===== config.mk =====
export PLATFORM = sky130hd
export DESIGN_NAME = piso_baud_tx_flat
export DESIGN_NICKNAME = d
export VERILOG_FILES = /design/src/rtl/piso_baud_tx_if.sv /design/src/rtl/piso_baud_tx.sv /design/src/flat_wrapper.sv
export SDC_FILE = /design/constraint.sdc
export NUM_CORES = 1
export LEC_CHECK = 0
export CAP_MARGIN = 20
export CORE_MARGIN = 3
export CORE_UTILIZATION = 35
export DETAILED_ROUTE_END_ITERATION = 8
export GPL_TIMING_DRIVEN = 0
export HOLD_SLACK_MARGIN = 0.12
export MAX_ROUTING_LAYER = met4
export RECOVER_POWER = 25
export SYNTH_ARGS = -nofsm -noshare
export SYNTH_HDL_FRONTEND = slang
export SYNTH_SLANG_ARGS = --single-unit

===== constraint.sdc =====
create_clock -name clk -period 2.1 [get_ports clk]
set_input_delay 0.525 -clock clk [delete_from_list [all_inputs] [get_ports clk]]
set_output_delay 0.525 -clock clk [all_outputs]
set_load 0.005 [all_outputs]

===== src/rtl/piso_baud_tx_if.sv =====
// Frame-request / serial-line bundle between a parallel producer and piso_baud_tx.
// master drives start/din and observes the line; slave is the transmitter itself.
interface piso_baud_tx_if #(
  parameter int DATA_W = 8
);
  logic              start;
  logic [DATA_W-1:0] din;
  logic              dout;
  logic              busy;
  logic              done;

  modport master (output start, din, input dout, busy, done);
  modport slave  (input start, din, output dout, busy, done);
endinterface


===== src/rtl/piso_baud_tx.sv =====
// Parallel-in serial-out UART-style transmitter: start bit, DATA_W data bits,
// optional parity, STOP_BITS stop bits; each bit held for BAUD_DIV clocks, line registered.
module piso_baud_tx #(
  parameter int DATA_W     = 8,
  parameter int BAUD_DIV   = 16,
  parameter int PARITY_EN  = 0,
  parameter int PARITY_ODD = 0,
  parameter int MSB_FIRST  = 0,
  parameter int STOP_BITS  = 1
) (
  input  logic             clk,
  input  logic             rst,
  piso_baud_tx_if.slave    bus
);

  localparam int CNT_W = (BAUD_DIV > 1) ? $clog2(BAUD_DIV) : 1;
  localparam int IDX_W = (DATA_W > 1) ? $clog2(DATA_W) : 1;

  typedef enum logic [2:0] {
    S_IDLE,
    S_START,
    S_DATA,
    S_PARITY,
    S_STOP
  } state_e;

  state_e            state_q, state_d;
  logic [CNT_W-1:0]  baud_q, baud_d;
  logic [IDX_W-1:0]  idx_q, idx_d;
  logic [DATA_W-1:0] shreg_q, shreg_d;
  logic              par_q, par_d;
  logic              stop_q, stop_d;
  logic              dout_q, dout_d;
  logic              busy_q, busy_d;
  logic              done_q, done_d;

  logic              baud_wrap;
  logic [DATA_W-1:0] shreg_shift;

  assign baud_wrap   = (baud_q == CNT_W'(BAUD_DIV - 1));
  assign shreg_shift = (MSB_FIRST != 0) ? (shreg_q << 1) : (shreg_q >> 1);

  function automatic logic head_bit(input logic [DATA_W-1:0] v);
    return (MSB_FIRST != 0) ? v[DATA_W-1] : v[0];
  endfunction

  always_ff @(posedge clk or posedge rst) begin
    if (rst) begin
      state_q <= S_IDLE;
      baud_q  <= '0;
      idx_q   <= '0;
      shreg_q <= '0;
      par_q   <= 1'b0;
      stop_q  <= 1'b0;
      dout_q  <= 1'b1;
      busy_q  <= 1'b0;
      done_q  <= 1'b0;
    end else begin
      state_q <= state_d;
      baud_q  <= baud_d;
      idx_q   <= idx_d;
      shreg_q <= shreg_d;
      par_q   <= par_d;
      stop_q  <= stop_d;
      dout_q  <= dout_d;
      busy_q  <= busy_d;
      done_q  <= done_d;
    end
  end

  // dout_d is the level for the cycle after this edge, so every bit
  // transition is decided one cycle early and the line stays registered.
  always_comb begin
    state_d = state_q;
    baud_d  = baud_wrap ? '0 : baud_q + CNT_W'(1);
    idx_d   = idx_q;
    shreg_d = shreg_q;
    par_d   = par_q;
    stop_d  = stop_q;
    dout_d  = dout_q;
    busy_d  = busy_q;
    done_d  = 1'b0;

    unique case (state_q)
      S_IDLE: begin
        baud_d = '0;
        dout_d = 1'b1;
        busy_d = 1'b0;
        if (bus.start) begin
          shreg_d = bus.din;
          par_d   = (^bus.din) ^ (PARITY_ODD != 0);
          idx_d   = '0;
          stop_d  = 1'b0;
          dout_d  = 1'b0;
          busy_d  = 1'b1;
          state_d = S_START;
        end
      end
      S_START: begin
        if (baud_wrap) begin
          dout_d  = head_bit(shreg_q);
          state_d = S_DATA;
        end
      end
      S_DATA: begin
        if (baud_wrap) begin
          shreg_d = shreg_shift;
          idx_d   = idx_q + IDX_W'(1);
          if (idx_q == IDX_W'(DATA_W - 1)) begin
            if (PARITY_EN != 0) begin
              dout_d  = par_q;
              state_d = S_PARITY;
            end else begin
              dout_d  = 1'b1;
              state_d = S_STOP;
            end
          end else begin
            dout_d = head_bit(shreg_shift);
          end
        end
      end
      S_PARITY: begin
        if (baud_wrap) begin
          dout_d  = 1'b1;
          state_d = S_STOP;
        end
      end
      S_STOP: begin
        if (baud_wrap) begin
          if (stop_q == 1'(STOP_BITS - 1)) begin
            dout_d  = 1'b1;
            busy_d  = 1'b0;
            done_d  = 1'b1;
            state_d = S_IDLE;
          end else begin
            stop_d = 1'b1;
          end
        end
      end
      default: begin
        state_d = S_IDLE;
        dout_d  = 1'b1;
        busy_d  = 1'b0;
      end
    endcase
  end

  assign bus.dout = dout_q;
  assign bus.busy = busy_q;
  assign bus.done = done_q;

endmodule


===== src/flat_wrapper.sv =====
// flat-port wrapper written by rule: the top's interface ports become plain ports
module piso_baud_tx_flat 
#(
  parameter int DATA_W     = 8,
  parameter int BAUD_DIV   = 16,
  parameter int PARITY_EN  = 0,
  parameter int PARITY_ODD = 0,
  parameter int MSB_FIRST  = 0,
  parameter int STOP_BITS  = 1
)
  (clk, rst, bus_start, bus_din, bus_dout, bus_busy, bus_done);
  piso_baud_tx_if #(.DATA_W(DATA_W)) bus_i ();
  input  logic clk;
  input  logic rst;
  input wire logic [$bits(bus_i.start)-1:0] bus_start;
  input wire logic [$bits(bus_i.din)-1:0] bus_din;
  output wire logic [$bits(bus_i.dout)-1:0] bus_dout;
  output wire logic [$bits(bus_i.busy)-1:0] bus_busy;
  output wire logic [$bits(bus_i.done)-1:0] bus_done;
  assign bus_i.start = bus_start;
  assign bus_i.din = bus_din;
  assign bus_dout = bus_i.dout;
  assign bus_busy = bus_i.busy;
  assign bus_done = bus_i.done;
  piso_baud_tx #(.DATA_W(DATA_W), .BAUD_DIV(BAUD_DIV), .PARITY_EN(PARITY_EN), .PARITY_ODD(PARITY_ODD), .MSB_FIRST(MSB_FIRST), .STOP_BITS(STOP_BITS)) u_core (.clk(clk), .rst(rst), .bus(bus_i));
endmodule

==> summary.md, run 1 <==
| Metric | Value |
|---|---|
| Vias | 724 |
| Max IR drop VDD | 506 uV |
| CTS Sinks | 21 |
| Routability Congestion | 0.774 |
| Final setup viols | 0 |
| Worst min path class | reg2reg |
| Worst EP required | 1.57 ns |
| Clock Skew | 0.00224 ns |
| Normalized max-slew margin | 46.0% |
| Tcrit/Tclk final | 89.2% |
| Final hold violation count | 0 |
| DRT antenna net count | 0 |
| Clk buf depth | 2 |
| Tot GR Track Use | 12.0% |
| CTS Hold Bufs | 0 |
| Netlist cell types | 33 |
| Worst path top cell family by delay | flip-flops |
| P&R area growth vs syn | 18.4% |
| Dpl ws | 0.356 ns |
| Slowest stage delay, CP | 0.55 ns |
| Number of global-route vias before repair | 721 |
| Gate power share | 37.2% |
| Die Y | 60.1 um |
| Pleak | 0.554 nW |
| RSZ-0062 raised after global routing | no |
| Post-synthesis sequential area ratio | 51.3% |
| CP cell instances | clkdlybuf4s50_1 |
| Post-Synthesis Net Count | 105 |
| Initial Utilization | 36.9% |
| Die Wd | 60.1 um |
| Hpwl dp | 1.32 mm |
| Internal power | 0.000879 W |
| Die Area | 3620 sq um |
| Mapped Avg Cell Area | 11.3 sq um |
| Residual DRC | 0 |
| Slew @ Worst Pin | 0.809 ns |
| Critical path class | reg2out |
| Inserted Clock Buffers | 3 |
| Crit path DAT | 1.35 ns |
| DR WL/cell | 13.6 um |
| Flop pwr share | 48.3% |
| WL final | 1.89 mm |
| CP Buf/Inv Count | 1 |
| Clock share of power | 14.5% |
| Pwr Density | 1120 nW/um^2 |
| Global-route wire length before repair | 3.16 mm |
| Ant. Diodes | 0 |
| First-pass iteration count of the detailed router | 4 |
| CP max-delay cell | dfstp_2 |
| CTS resizes | 0 |
| Net Sw Frac | 35.7% |
| Maxcap violations | 0 |
| CTS Root Cell | clkbuf_4 |
| DR iter-0 viols | 15 |
| GR Overflow Total | 0 |
| Initial antenna violation count | 0 |
| Yosys reg bits | 21 |
| Cell area after synthesis | 1030 sq um |
| Clock transition at path regs | 0.12 ns |
| CP max FO | 2 |
| Fmax | 534 MHz |
| Skew-Pair Late Insertion Delay | 0.31 ns |
| IO buf count | 13 |
| H-tree levels | 1 |
| Outcome | completed |
| Worst Setup Start Kind | flip-flop |
| IO Count | 14 |
| Synth Warn # | 0 |
| Largest net degree at the start of global routing | 22 |
| Layout cells sized above 1 | 17.6% |
| Sw Pwr | 0.000487 W |
| Std cell rows | 19 |
| Most frequent cells in the layout | 20 x dfrtp_1, 12 x clkdlybuf4s50_1, 9 x a21oi_1, 8 x inv_1 |
| Total negative slack | 0 ns |
| CP Capture Type | output port |
| Worst setup margin | 0.228 ns |
| Post-CTS Repair Setup Buffers | 0 |
| Tmin final | 1.87 ns |
| Final Slew Violations | 0 |
| Final #Nets | 123 |
| Most common cell after layout, fill and taps aside | dfrtp_1 |
| Core Region | 2780 sq um |
| CTS tree | built |
| Cells after Synth | 91 |
| Drt via density | 5.21 |
-- logic make-up after synthesis --
logic type                 Yosys count  synth area share [%]
AOI/OAI and AO/OA                   30                  22.7
xor gates and xnor gates             1                 0.854
adders and majority gates            3                  3.66
buffers and inverters               13                  6.58
DFF                                 21                  51.3
muxes                                2                  2.07
and+or+nand+nor                     21                  12.8
-- worst reg2reg max path, delay by kind of cell, from the launching register on --
kind                       cells  cell delay (ns)
and+or+nand+nor                2             0.55
AOI/OAI and AO/OA              2             0.28
adders and majority gates      1             0.24
buffers and inverters          1             0.16
DFF                            1             0.42
-- path summary, 6_finish.rpt --
kind / startpoint / end / slack (ns) / cells past startpoint
worst max-delay path: u_core.bus.dout / bus_dout / 0.23 / 1
worst max register to register: u_core.baud_q[0] / u_core.shreg_q[7] / 0.36 / 6
min in group asynchronous: rst / u_core.baud_q[2] / 0.79 / 2
worst min register to register: u_core.bus.busy / u_core.bus.busy / 0.52 / 1
worst min-delay path: u_core.bus.busy / u_core.bus.busy / 0.52 / 1
max in group asynchronous: rst / u_core.idx_q[2] / 0.81 / 2
-- final cells by class --
| cell class | count | area [sq um] |
|---|---|---|
| Fill cell | 279 | 1570 |
| Sequential cell | 21 | 527 |
| Multi-Input combinational cell | 57 | 427 |
| Timing Repair Buffer | 13 | 130 |
| Tap cell | 31 | 38.8 |
| Buffer | 5 | 36.3 |
| Inverter | 8 | 30.0 |
| Clock buffer | 4 | 26.3 |
-- flip-flops by register name (all words and copies together), names as in the netlist --
signal           flops
u_core.shreg_q       8
u_core.baud_q        4
u_core.idx_q         3
u_core.state_q       3
u_core.bus.busy      1
u_core.bus.done      1
u_core.bus.dout      1
-- per-layer routing --
metal / up-vias / routed length (um) / part of all wire (%) / GRT usage (%)
met5: - / 0 / 0 / -
met4: 0 / 36 / 1.9 / 4.75
met3: 5 / 94 / 5.0 / 2.59
met2: 15 / 794 / 42 / 17.4
met1: 346 / 962 / 51 / 16.3
li1: 358 / - / - / -
-- power by group through the flow --
stage / sequential (W) / combinational (W) / clock, W
after floorplan: 0.000649 / 0.000386 / 0
after global routing: 0.000680 / 0.000574 / 0.000217
final: 0.000659 / 0.000509 / 0.000198
after detailed placement: 0.000668 / 0.000520 / 0
after CTS: 0.000660 / 0.000521 / 0.000207
after global placement: 0.000658 / 0.000504 / 0
-- synthesized netlist by cell type --
cell,number,area [sq um]
a21o_1,1,7.51
a21oi_1,9,45.0
a21oi_2,1,8.76
a22o_1,3,26.3
a22oi_1,1,7.51
a311oi_1,1,8.76
a31oi_1,1,6.26
a32o_1,1,10.0
and3_1,2,12.5
buf_2,3,15.0
buf_6,2,22.5
dfrtp_1,20,500
dfstp_2,1,26.3
ha_1,3,37.5
inv_1,8,30.0
mux2_1,1,11.3
mux2i_1,1,10.0
nand2_2,1,6.26
nand2b_1,1,6.26
nand3_1,2,10.0
nand3_2,1,10.0
nor2_1,7,26.3
nor2b_1,1,6.26
nor3_1,1,5.00
nor3_2,1,10.0
nor3_4,1,16.3
nor3b_1,1,7.51
nor4b_1,1,8.76
o21ai_0,4,20.0
o21ai_1,1,5.00
o22ai_2,7,87.6
or3_1,1,6.26
xnor2_1,1,8.76
-- per-stage QoR --
step                hold WS (ns)  util (%)  instance area (sq um)  std cells  total power, W
floorplan                  0.466         -                   1030         91         0.00104
global placement           0.486      43.0                   1190        135         0.00116
detailed placement         0.490      43.0                   1190        135         0.00119
CTS                        0.518      43.9                   1220        139         0.00139
global route               0.541      43.7                   1210        139         0.00147
finish                     0.519      43.7                   1210        139         0.00137
Note: power is estimated with default switching activity, not from simulation.
==> run 2: changes to the inputs <==
--- a/constraint.sdc
+++ b/constraint.sdc
@@ -3,2 +3,2 @@
 set_output_delay 0.525 -clock clk [all_outputs]
-set_load 0.005 [all_outputs]
+set_load 0.05 [all_outputs]
==> run 2 against run 1 <==
Effect of this change:
- global-route usage unchanged
- die area unchanged
- final area down 0.10%
- register-to-register slack about the same
- maximum frequency down 6.8%
- worst hold slack unchanged
- final cell count unchanged
- combinational power up 11%
- largest cell class unchanged
==> summary.md, run 2 (synthesis results as in run 1) <==
| Metric | Value |
|---|---|
| Most flops, register | u_core.shreg_q |
| Final setup viols | 0 |
| CP max-delay cell | clkdlybuf4s50_1 |
| Die Wd | 60.1 um |
| Normalized max-slew margin | 46.0% |
| Worst min path class | reg2reg |
| Max FFs per register | 8 |
| Post-CTS Repair Setup Buffers | 0 |
| GR Overflow Total | 0 |
| First-pass iteration count of the detailed router | 4 |
| H-tree levels | 1 |
| Layout cells sized above 1 | 17.6% |
| Total negative slack | 0 ns |
| Final #Nets | 123 |
| Inserted Clock Buffers | 3 |
| CP max FO | 2 |
| CTS Root Cell | clkbuf_4 |
| Worst EP required | 1.57 ns |
| Vias | 724 |
| Most common cell after layout, fill and taps aside | dfrtp_1 |
| Worst Setup Start Kind | flip-flop |
| Clock Skew | 0.00224 ns |
| Residual DRC | 0 |
| Global-route wire length before repair | 3.16 mm |
| CTS Hold Bufs | 0 |
| Pleak | 0.554 nW |
| Internal power | 0.000873 W |
| IO buf count | 13 |
| Initial Utilization | 36.9% |
| Tmin final | 2.01 ns |
| CP Capture Type | output port |
| Slew @ Worst Pin | 0.809 ns |
| Pwr Density | 1170 nW/um^2 |
| Die Y | 60.1 um |
| Skew-Pair Late Insertion Delay | 0.31 ns |
| Net Sw Frac | 38.6% |
| Std cell rows | 19 |
| Die Area | 3620 sq um |
| Number of global-route vias before repair | 721 |
| CP cell instances | clkdlybuf4s50_1 |
| Tot GR Track Use | 12.0% |
| Clock share of power | 13.9% |
| Top flop regs | u_core.shreg_q: 8 flops, u_core.baud_q: 4 flops |
| WL met3 | 94 um |
| Max IR drop VDD | 513 uV |
| Routability Congestion | 0.774 |
| CTS tree | built |
| Slowest stage delay, CP | 0.80 ns |
| Core Region | 2780 sq um |
| Final hold violation count | 0 |
| DR WL/cell | 13.6 um |
| Largest net degree at the start of global routing | 22 |
| Initial antenna violation count | 0 |
| Fmax | 497 MHz |
| CP Buf/Inv Count | 1 |
| Drt via density | 5.21 |
| DRT antenna net count | 0 |
| Clock transition at path regs | 0.12 ns |
| Ant. Diodes | 0 |
| Clk buf depth | 2 |
| Overall power | 0.00142 W |
| Most frequent cells in the layout | 20 x dfrtp_1, 11 x clkdlybuf4s50_1, 9 x a21oi_1, 8 x inv_1 |
| CTS resizes | 1 |
| CTS Sinks | 21 |
| WL met1 | 962 um |
| RSZ-0062 raised after global routing | no |
| Flop pwr share | 46.4% |
| Met2 routed wirelength | 794 um |
| Hpwl dp | 1.32 mm |
| Top routing layer in use | met4 |
| WL final | 1.89 mm |
| Outcome | completed |
| Critical path class | reg2out |
| Crit path DAT | 1.49 ns |
| Gate power share | 39.7% |
| IO Count | 14 |
| Maxcap violations | 0 |
| Tcrit/Tclk final | 95.7% |
| Worst path top cell family by delay | buffers and inverters |
| Sw Pwr | 0.000548 W |
| DR iter-0 viols | 13 |
| Final Slew Violations | 0 |
| P&R area growth vs syn | 18.3% |
-- run 2: changes by cell type in the layout (fill, tap and decap cells not counted) --
cell             previous run  this run
dlygate4sd2_1               0         1
clkdlybuf4s50_1            12        11
-- run 2: per-stage QoR --
stage          util, %  worst slack (ns)  area, sq um  instances  hold WS (ns)
4_1_cts           43.9            0.0768         1220        139         0.518
3_3_place_gp      43.0             0.270         1190        135         0.486
5_1_grt           43.6            0.0418         1210        139         0.541
6_report          43.6            0.0899         1210        139         0.519
2_1_floorplan        -             0.615         1030         91         0.466
3_5_place_dp      43.0             0.271         1190        135         0.490
-- run 2: final timing paths --
check | from | to | slack [ns] | depth (start not counted)
worst max-delay path | u_core.bus.busy | bus_busy | 0.09 | 1
worst min-delay path | u_core.bus.busy | u_core.bus.busy | 0.52 | 1
worst max register to register | u_core.baud_q[0] | u_core.shreg_q[7] | 0.36 | 6
worst min register to register | u_core.bus.busy | u_core.bus.busy | 0.52 | 1
max in group asynchronous | rst | u_core.idx_q[2] | 0.81 | 2
min in group asynchronous | rst | u_core.baud_q[2] | 0.79 | 2
-- run 2: area by class of cell --
cell class                      count  area (sq um)
Buffer                              5          36.3
Sequential cell                    21           527
Clock buffer                        4          26.3
Timing Repair Buffer               13           129
Inverter                            8          30.0
Fill cell                         278          1570
Tap cell                           31          38.8
Multi-Input combinational cell     57           427
-- run 2: worst reg2reg max path, stage by stage (launching register included) --
cell	delay, ns
dfrtp_1	0.42
ha_1	0.24
nand3_1	0.20
nor3_2	0.35
a21oi_2	0.08
buf_6	0.16
a32o_1	0.20
-- run 2: per-layer routing --
metal | vias up | track usage (%)
met1 | 346 | 16.3
li1 | 358 | -
met2 | 15 | 17.4
met3 | 5 | 2.59
met4 | 0 | 4.75
met5 | - | -
-- run 2: power groups by stage --
stage	Sequential, W	Combinational, W	Clock, W
floorplan	0.000710	0.000386	0
detailed placement	0.000668	0.000582	0
global route	0.000679	0.000629	0.000217
CTS	0.000660	0.000576	0.000207
finish	0.000659	0.000564	0.000198
global placement	0.000658	0.000565	0
